File: src/rtl/multicore_monitor_if.sv
// Bundle of the supervisor's run-control, per-core inputs and result outputs.
// master drives start/strobes/results; slave is the monitor itself.
interface multicore_monitor_if #(
    parameter int CORES    = 16,
    parameter int RESULT_W = 8,
    parameter int SUM_W    = 12,
    parameter int CYCLE_W  = 16
);
    logic                      start;
    logic [CORES-1:0]          core_strobe;
    logic [CORES*RESULT_W-1:0] core_result;
    logic                      busy;
    logic [CORES-1:0]          done_mask;
    logic [CYCLE_W-1:0]        cycles;
    logic                      cycles_sat;
    logic [SUM_W-1:0]          total;
    logic                      total_sat;
    logic                      total_valid;

    modport master (
        output start, core_strobe, core_result,
        input  busy, done_mask, cycles, cycles_sat, total, total_sat, total_valid
    );

    modport slave (
        input  start, core_strobe, core_result,
        output busy, done_mask, cycles, cycles_sat, total, total_sat, total_valid
    );
endinterface

File: src/rtl/multicore_monitor.sv
// Multicore run supervisor: per-core done detection, saturating run-cycle
// counter and sequential saturating sum of core results.
module multicore_monitor #(
    parameter int CORES    = 16,
    parameter int RESULT_W = 8,
    parameter int SUM_W    = 12,
    parameter int CYCLE_W  = 16
) (
    input logic                clk,
    input logic                reset,
    multicore_monitor_if.slave mon
);
    localparam int IDX_W = (CORES > 1) ? $clog2(CORES) : 1;
    localparam logic [IDX_W-1:0] LAST_IDX = IDX_W'(CORES - 1);

    typedef enum logic [1:0] {
        IDLE,
        RUN,
        SUM,
        DONE
    } state_t;

    state_t state_q;
    state_t state_d;

    logic [CORES-1:0]   strobe_q;
    logic [CORES-1:0]   fall;
    logic               all_done;
    logic [IDX_W-1:0]   idx_q;
    logic               busy_q;
    logic [CORES-1:0]   done_q;
    logic [CYCLE_W-1:0] cycles_q;
    logic [CYCLE_W-1:0] cycles_inc;
    logic               cycles_sat_q;
    logic [SUM_W-1:0]   total_q;
    logic               total_sat_q;
    logic               total_valid_q;
    logic [RESULT_W-1:0] cur_result;
    logic [SUM_W:0]     sum_ext;

    assign fall       = strobe_q & ~mon.core_strobe;
    assign all_done   = &(done_q | fall);
    assign cycles_inc = cycles_q + CYCLE_W'(1);
    // Results are read live during SUM, one core per cycle.
    assign cur_result = mon.core_result[int'(idx_q) * RESULT_W +: RESULT_W];
    assign sum_ext    = {1'b0, total_q} + {{(SUM_W + 1 - RESULT_W){1'b0}}, cur_result};

    // NOTE: non-blocking assignments so every register samples pre-edge values.
    always_ff @(posedge clk or negedge reset) begin
        if (!reset) begin
            state_q <= IDLE;
        end else begin
            state_q <= state_d;
        end
    end

    // NOTE: state_d gets a default first so no path leaves it unassigned (no latch).
    always_comb begin
        state_d = state_q;
        unique case (state_q)
            IDLE, DONE: if (mon.start) state_d = RUN;
            RUN:        if (all_done) state_d = SUM;
            SUM:        if (idx_q == LAST_IDX) state_d = DONE;
            default:    state_d = IDLE;
        endcase
    end

    always_ff @(posedge clk or negedge reset) begin
        if (!reset) begin
            strobe_q      <= '0;
            idx_q         <= '0;
            busy_q        <= 1'b0;
            done_q        <= '0;
            cycles_q      <= '0;
            cycles_sat_q  <= 1'b0;
            total_q       <= '0;
            total_sat_q   <= 1'b0;
            total_valid_q <= 1'b0;
        end else begin
            strobe_q <= mon.core_strobe;
            unique case (state_q)
                IDLE, DONE: begin
                    if (mon.start) begin
                        idx_q         <= '0;
                        busy_q        <= 1'b1;
                        done_q        <= '0;
                        cycles_q      <= '0;
                        cycles_sat_q  <= 1'b0;
                        total_q       <= '0;
                        total_sat_q   <= 1'b0;
                        total_valid_q <= 1'b0;
                    end else if (state_q == DONE) begin
                        busy_q        <= 1'b0;
                        total_valid_q <= 1'b1;
                    end
                end
                RUN: begin
                    done_q <= done_q | fall;
                    if (!(&cycles_q)) begin
                        cycles_q     <= cycles_inc;
                        cycles_sat_q <= &cycles_inc;
                    end
                end
                SUM: begin
                    // Overflow clips to all-ones; the flag stays set for the run.
                    total_q     <= sum_ext[SUM_W] ? '1 : sum_ext[SUM_W-1:0];
                    total_sat_q <= total_sat_q | sum_ext[SUM_W];
                    idx_q       <= idx_q + IDX_W'(1);
                end
                default: ;
            endcase
        end
    end

    assign mon.busy        = busy_q;
    assign mon.done_mask   = done_q;
    assign mon.cycles      = cycles_q;
    assign mon.cycles_sat  = cycles_sat_q;
    assign mon.total       = total_q;
    assign mon.total_sat   = total_sat_q;
    assign mon.total_valid = total_valid_q;
endmodule

File: src/flat_wrapper.sv
// flat-port wrapper written by rule: the top's interface ports become plain ports
module multicore_monitor_flat 
#(
    parameter int CORES    = 16,
    parameter int RESULT_W = 8,
    parameter int SUM_W    = 12,
    parameter int CYCLE_W  = 16
)
  (clk, reset, mon_start, mon_core_strobe, mon_core_result, mon_busy, mon_done_mask, mon_cycles, mon_cycles_sat, mon_total, mon_total_sat, mon_total_valid);
  multicore_monitor_if #(.CORES(CORES), .RESULT_W(RESULT_W), .SUM_W(SUM_W), .CYCLE_W(CYCLE_W)) mon_i ();
  input logic clk;
  input logic reset;
  input wire logic [$bits(mon_i.start)-1:0] mon_start;
  input wire logic [$bits(mon_i.core_strobe)-1:0] mon_core_strobe;
  input wire logic [$bits(mon_i.core_result)-1:0] mon_core_result;
  output wire logic [$bits(mon_i.busy)-1:0] mon_busy;
  output wire logic [$bits(mon_i.done_mask)-1:0] mon_done_mask;
  output wire logic [$bits(mon_i.cycles)-1:0] mon_cycles;
  output wire logic [$bits(mon_i.cycles_sat)-1:0] mon_cycles_sat;
  output wire logic [$bits(mon_i.total)-1:0] mon_total;
  output wire logic [$bits(mon_i.total_sat)-1:0] mon_total_sat;
  output wire logic [$bits(mon_i.total_valid)-1:0] mon_total_valid;
  assign mon_i.start = mon_start;
  assign mon_i.core_strobe = mon_core_strobe;
  assign mon_i.core_result = mon_core_result;
  assign mon_busy = mon_i.busy;
  assign mon_done_mask = mon_i.done_mask;
  assign mon_cycles = mon_i.cycles;
  assign mon_cycles_sat = mon_i.cycles_sat;
  assign mon_total = mon_i.total;
  assign mon_total_sat = mon_i.total_sat;
  assign mon_total_valid = mon_i.total_valid;
  multicore_monitor #(.CORES(CORES), .RESULT_W(RESULT_W), .SUM_W(SUM_W), .CYCLE_W(CYCLE_W)) u_core (.clk(clk), .reset(reset), .mon(mon_i));
endmodule
File: config.mk
export PLATFORM = sky130hd
export DESIGN_NAME = multicore_monitor_flat
export DESIGN_NICKNAME = d
export VERILOG_FILES = /design/src/rtl/multicore_monitor_if.sv /design/src/rtl/multicore_monitor.sv /design/src/flat_wrapper.sv
export SDC_FILE = /design/constraint.sdc
export NUM_CORES = 1
export LEC_CHECK = 0
export BUFFER_PORTS_ARGS = -buffer_cell sky130_fd_sc_hd__buf_2
export CAP_MARGIN = 20
export CORE_MARGIN = 10
export CORE_UTILIZATION = 46
export CTS_CLUSTER_DIAMETER = 30
export DETAILED_ROUTE_END_ITERATION = 8
export GPL_TIMING_DRIVEN = 0
export PLACE_DENSITY = 0.74
export SLEW_MARGIN = 20
export SYNTH_ARGS = -nofsm -noshare
export SYNTH_HDL_FRONTEND = slang
export SYNTH_SLANG_ARGS = --single-unit
File: constraint.sdc
create_clock -name clk -period 4.7 [get_ports clk]
set_clock_uncertainty 0.05 [all_clocks]
set_input_delay 0.47 -clock clk [delete_from_list [all_inputs] [get_ports clk]]
set_output_delay 0.47 -clock clk [all_outputs]
set_load 0.1 [all_outputs]
=== After elaboration in Yosys (flattened, before gate mapping) ===
Cells that the tools add are included.

* Bits in registers: 70
* Bits in latches: 0
* Bits in writable memories: 0
* Bits in read-only memories: 0
* Input bits: 147
* Memories: 0

* Add/subtract/negate cells: 3
* Multipliers: 0
* Divide/modulo/power cells: 0
* Magnitude comparators: 0
* Equal/unequal tests: 8
* Shifts and indexed selects: 1
* Muxes and demuxes: 21
* Bitwise operators: 4
* Reductions and logical operators: 13

{| class="wikitable"
|+ Operators with widths
! operator !! number
|-
| $shiftx 128x8->8 || 1
|-
| $pmux 16 s2 || 2
|-
| $reduce_and 16->1 || 3
|-
| $mux 16 || 2
|-
| $mux 12 || 2
|-
| $pmux 12 s2 || 1
|-
| $add 16x1->16 const B || 1
|-
| $and 16x16->16 || 1
|-
| $not 16->16 || 1
|-
| $or 16x16->16 || 1
|-
| $add 12x8->13 || 1
|-
| $pmux 4 s2 || 1
|-
| $mux 1 || 6
|-
| $mux 2 || 3
|-
| $pmux 2 s3 || 1
|-
| $reduce_and 2->1 || 3
|-
| $reduce_and 3->1 || 2
|-
| $reduce_bool 2->1 || 3
|-
| $add 4x1->4 const B || 1
|-
| $eq 2x2->1 const B || 2
|-
| $eq 4x4->1 const B || 1
|-
| $mux 4 || 1
|-
| $ne 2x1->1 const B || 2
|-
| $ne 2x2->1 const B || 2
|-
| other kinds (5) || 6
|}

=== Logic depth before layout (Yosys ltp) ===
* Word-level depth: 6
* Mapped depth: 13
* Mapped depth without buffers: 10

=== Worst setup path before layout ===
OpenSTA, ideal clock, no wires.

* Path type: flip-flop to flip-flop
* Start point: register u_core.idx_q[1]
* End point: register u_core.total_q[2], in the netlist u_core.mon.total[2]
* Setup time: 0.130 ns
* Arrival time: 3.466 ns
* Data required time: 4.520 ns
* Path slack: 1.055 ns
* Stages on the path, launching flop included: 14
* Path buffers: 3
* Cells stage by stage: dfrtp_1 -> clkbuf_1 -> clkbuf_1 -> mux4_2 -> mux4_2 -> ha_1 -> fa_1 -> a21o_1 -> a21oi_1 -> o211ai_1 -> nand4_1 -> and2_1 -> clkbuf_1 -> a21oi_1

* Word-level cells in the longest chain between the ends: 4

{| class="wikitable"
|+ Ends and longest elaborated chain
! item !! line !! source
|-
| start: declaration || multicore_monitor.sv:29 || <nowiki>logic [IDX_W-1:0] idx_q;</nowiki>
|-
| start signal: assignment || multicore_monitor.sv:108 || <nowiki>idx_q <= idx_q + IDX_W'(1);</nowiki>
|-
| $shiftx 128x8->8 || multicore_monitor.sv:45 || <nowiki>assign cur_result = mon.core_result[int'(idx_q) * RESULT_W +: RESULT_W];</nowiki>
|-
| $add 12x8->13 || multicore_monitor.sv:46 || <nowiki>assign sum_ext = {1'b0, total_q} + {{(SUM_W + 1 - RESULT_W){1'b0}}, cur_result};</nowiki>
|-
| $mux 12 || multicore_monitor.sv:106 || <nowiki>total_q <= sum_ext[SUM_W] ? '1 : sum_ext[SUM_W-1:0];</nowiki>
|-
| $pmux 12 s2 || multicore_monitor.sv:81 || <nowiki>unique case (state_q)</nowiki>
|-
| end signal: assignment || multicore_monitor.sv:106 ||
|-
| end: declaration || multicore_monitor.sv:35 || <nowiki>logic [SUM_W-1:0] total_q;</nowiki>
|}

Every way passes these cells.
A chain may end at the register's enable or synchronous reset.

=== Final worst setup path ===
* Start point: register u_core.idx_q[1]
* End point: register u_core.total_q[3], in the netlist u_core.mon.total[3]

The elaborated chain is that of the path after synthesis.

==> results.yml <==
placement:
  dpl.hpwl_mm: 12.5
  portBuffers: 194
  dp_cells: 719
  gp_congestion: 0.895
  place_ws_ns: 0.290
synth:
  synth.avg_cell_area_um2: 11.5
  synth.distinct_cells: 51
  synth_top_family_by_area: "multiplexers"
  seq_area_frac_synth_pct: 39.0
  synth-simple-area-share_pct: 13.6
  synth_area_um2: 4490
  synthesis.nets: 554
  synth_seq_cells: 70
  synth_ff_type: "dfrtp_1"
  yosys.area_share.adder_pct: 4.63
  synth-edff-count: 0
  synth_xor_area_share_pct: 1.76
  synthArstFlopShare_pct: 100
  yosys-mux-area-fraction_pct: 20.8
  yosysWarnings: 0
  synth_compound_area_share_pct: 17.4
  synthCells: 391
die:
  row_count: 36
  die_area_um2: 14100
  die_h_um: 119
  die_x_um: 119
  coreArea_um2: 9640
  io_pins: 195
  initial_core_util_pct: 46.6
timing:
  layout_setup_ws_ns: 0.280
  finalHoldViolations: 0
  timing.final.crit_period_ns: 4.42
  fin_tns_setup_ns: 0
  timing.final.max_slew_violations: 0
  worst_slew_margin_rel_pct: 53.1
  setup_viol: 0
  worstMarginPinSlew_ns: 0.703
  max_clock_freq_mhz: 226
  holdWs_ns: 0.200
  fin_crit_sh_pct: 94.0
finish:
  drive_above_1_share_pct: 45.1
  fillers: 839
  finalNonFillerCells: 737
  seq_area_um2: 1750
  area_delta_synth_final_pct: 31.7
  multi_input_area_um2: 2610
  nets: 761
worst_setup_path:
  crit_family: "buffers and inverters"
  crit_required_ns: 4.87
  crit_buf_inv: 3
  r2r-end: "u_core.mon.total[3]"
  cp_common_cell: "clkbuf_1"
  cp.arrival_ns: 4.59
  r2r-start: "u_core.idx_q[1]"
  path_cells: "clkbuf_1 -> clkbuf_1 -> mux4_2 -> mux4_2 -> ha_1 -> fa_1 -> a21o_1 -> a21oi_1 -> o211ai_1 -> nand4_1 -> and2_1 -> clkbuf_1 -> a21oi_1"
  cp-start-kind: "register"
  critical_path_class: "register to register"
  startpoint: "u_core.idx_q[1]"
  r2r_slack_ns: 0.28
  rr_worst_depth: 13
  cp-end-kind: "register"
  crit_slowest_cell: "clkbuf_1"
  path_depth: 13
  max_stage_delay_ns: 0.52
  crit_end: "u_core.mon.total[3]"
  cp_max_fo: 10
pwr:
  leakage_nw: 2.78
  power.internal_mw: 1.86
  p_seq_share_pct: 22.2
  switching_power_mw: 1.99
  power.density_nw_per_um2: 650
  vdd_drop_max_mv: 0.406
  sw_frac_of_total_pct: 51.7
  pwr-share-comb_pct: 62.3
  p_total_mw: 3.85
  clockPowerShare_pct: 15.5
worst_hold_path:
  min_path_cells: 1
  hold_class: "input port to register"
clocking:
  clk_path_buf_depth: 2
  ctsHtreeMaxLevel: 3
  cts_tree: "yes"
  cts_sinks: 70
  clk_pin_slew_worst_paths_ns: 0.09
  clock_latency_ns: 0.34
  numCtsBuffers: 9
  clock-root-buffer: "clkbuf_8"
  post-cts-setup-buffer-count: 0
global_route:
  grt-ovfl-total: 0
  grt.total_usage_pct: 21.1
  antenna_found_initial: 1
  grt_pass1_wl_mm: 24.3
  grt_start_max_net_pins: 46
  grt_pass1_vias: 4577
drt:
  drt_pass1_iterations: 4
  drtIter0Drc: 330
  vias_per_cell: 5.74
  drc: 0
  drtAntennaViolNets: 0
  num_vias: 4234
  routed_wl_mm: 15.1
  wl_per_cell_um: 20.5
flow_run:
  cap_violations: 0
run_status:
  status: "finished, final reports clean"
[synth_stat cells, drive strengths merged (2+ instances only)]
cell	number	area, um2
o211ai	3	27.5
a22o	18	158
a31oi	5	31.3
nand4	8	50.1
mux4	40	901
o21ai	31	159
nor2	16	60.1
ha	15	188
a21oi	27	135
o41ai	3	26.3
o31ai	10	80.1
nand2b	6	37.5
nor2b	24	150
nand3	13	77.6
a211oi	2	15.0
buf	10	70.1
xor2	6	52.6
a31o	2	17.5
xnor2	3	26.3
a21o	3	22.5
o22ai	9	56.3
clkbuf	11	42.5
nand2	24	90.1
and3	6	37.5
and2	3	18.8
a211o	2	17.5
inv	4	15.0
nor3	4	30.0
mux2i	2	20.0
dfrtp	70	1750
[cells by family (layout without fill, tap and decap cells)]
family / count (synthesis) / after routing
mux: 43 / 43
flops: 70 / 70
fa+ha+maj: 16 / 16
xor+xnor: 9 / 9
compound gates: 119 / 119
simple gates: 109 / 109
other cells: 0 / 1
buf+inv: 25 / 237
[area by class of cell]
class / count / area share, %
flip-flops and latches: 70 / 29.6
inverters: 4 / 0.254
multi-input cells: 296 / 44.1
well taps: 133 / 2.81
repair buffers: 196 / 17.1
clock inverters: 7 / 2.03
clock buffers: 9 / 2.09
diodes: 1 / 0.0423
plain buffers: 21 / 1.92
[registers in the layout (all words and copies together) (netlist names)]
signal and count:
u_core.mon.done_mask 16, u_core.mon.total_sat 1, u_core.strobe_q 16, u_core.mon.busy 1, u_core.mon.total_valid 1, u_core.mon.total 12
u_core.state_q 2, u_core.mon.cycles_sat 1, u_core.idx_q 4, u_core.mon.cycles 16
[what timing repair did]
| action | CTS | global route |
|---|---|---|
| endpoints found under the hold margin | 14 | 0 |
| resized for setup | 0 | 2 |
| hold buffers | 1 | 0 |
| endpoints found under the setup margin | 0 | 5 |
[metal layers]
| metal | wire [um] | track usage [%] | vias to the layer above |
|---|---|---|---|
| li1 | - | - | 1950 |
| met1 | 5940 | 24.5 | 2037 |
| met2 | 7530 | 35.8 | 225 |
| met3 | 1260 | 6.71 | 22 |
| met4 | 395 | 7.94 | 0 |
| met5 | 0 | 0 | - |
[power groups by stage]
stage,registers [mW],logic [mW],clock network [mW]
final,0.853,2.40,0.595
after global routing,0.871,2.57,0.641
after CTS,0.853,2.40,0.609
after detailed placement,0.864,2.39,0
after global placement,0.854,2.34,0
after floorplan,1.60,1.15,0
[stage by stage]
stage	utilization, %	cell area, um2
final	61.4	5920
after global routing	61.4	5920
after CTS	61.3	5910
after detailed placement	58.7	5660
after global placement	58.4	5630
after floorplan	-	4490
[layout by cell type (no fill, tap or decap), types with 2 or more instances in the layout]
cell type,count
a22o_1,18
mux2i_1,2
buf_1,2
clkbuf_2,2
nor2_1,16
a31o_2,2
o21ai_0,20
nand4_1,8
clkbuf_1,9
inv_1,4
buf_2,195
and3_1,6
dfrtp_1,70
a21oi_1,27
a211oi_1,2
bufinv_16,3
xnor2_1,3
nand2_1,24
a31oi_1,5
nor2b_1,24
clkbuf_8,9
buf_6,2
o21ai_1,10
mux4_2,40
nand3_1,12
and2_1,3
nor3_2,2
buf_4,5
a21o_1,3
a211o_1,2
o41ai_1,3
o31ai_1,9
o22ai_1,9
nand2b_1,6
o211ai_1,2
xor2_1,6
ha_1,15
nor3_1,2
[worst min-delay path by stage]
stage	startpoint	endpoint	slack (ns)
after floorplan	reset	u_core.idx_q[0]	0.12
after global placement	u_core.mon.busy	u_core.mon.busy	0.41
after detailed placement	reset	u_core.mon.done_mask[12]	0.37
after CTS	mon_core_strobe[4]	u_core.strobe_q[4]	0.18
after global routing	mon_core_strobe[0]	u_core.strobe_q[0]	0.18
final	mon_core_strobe[13]	u_core.strobe_q[13]	0.20
Power figures use the tool's default switching activity.
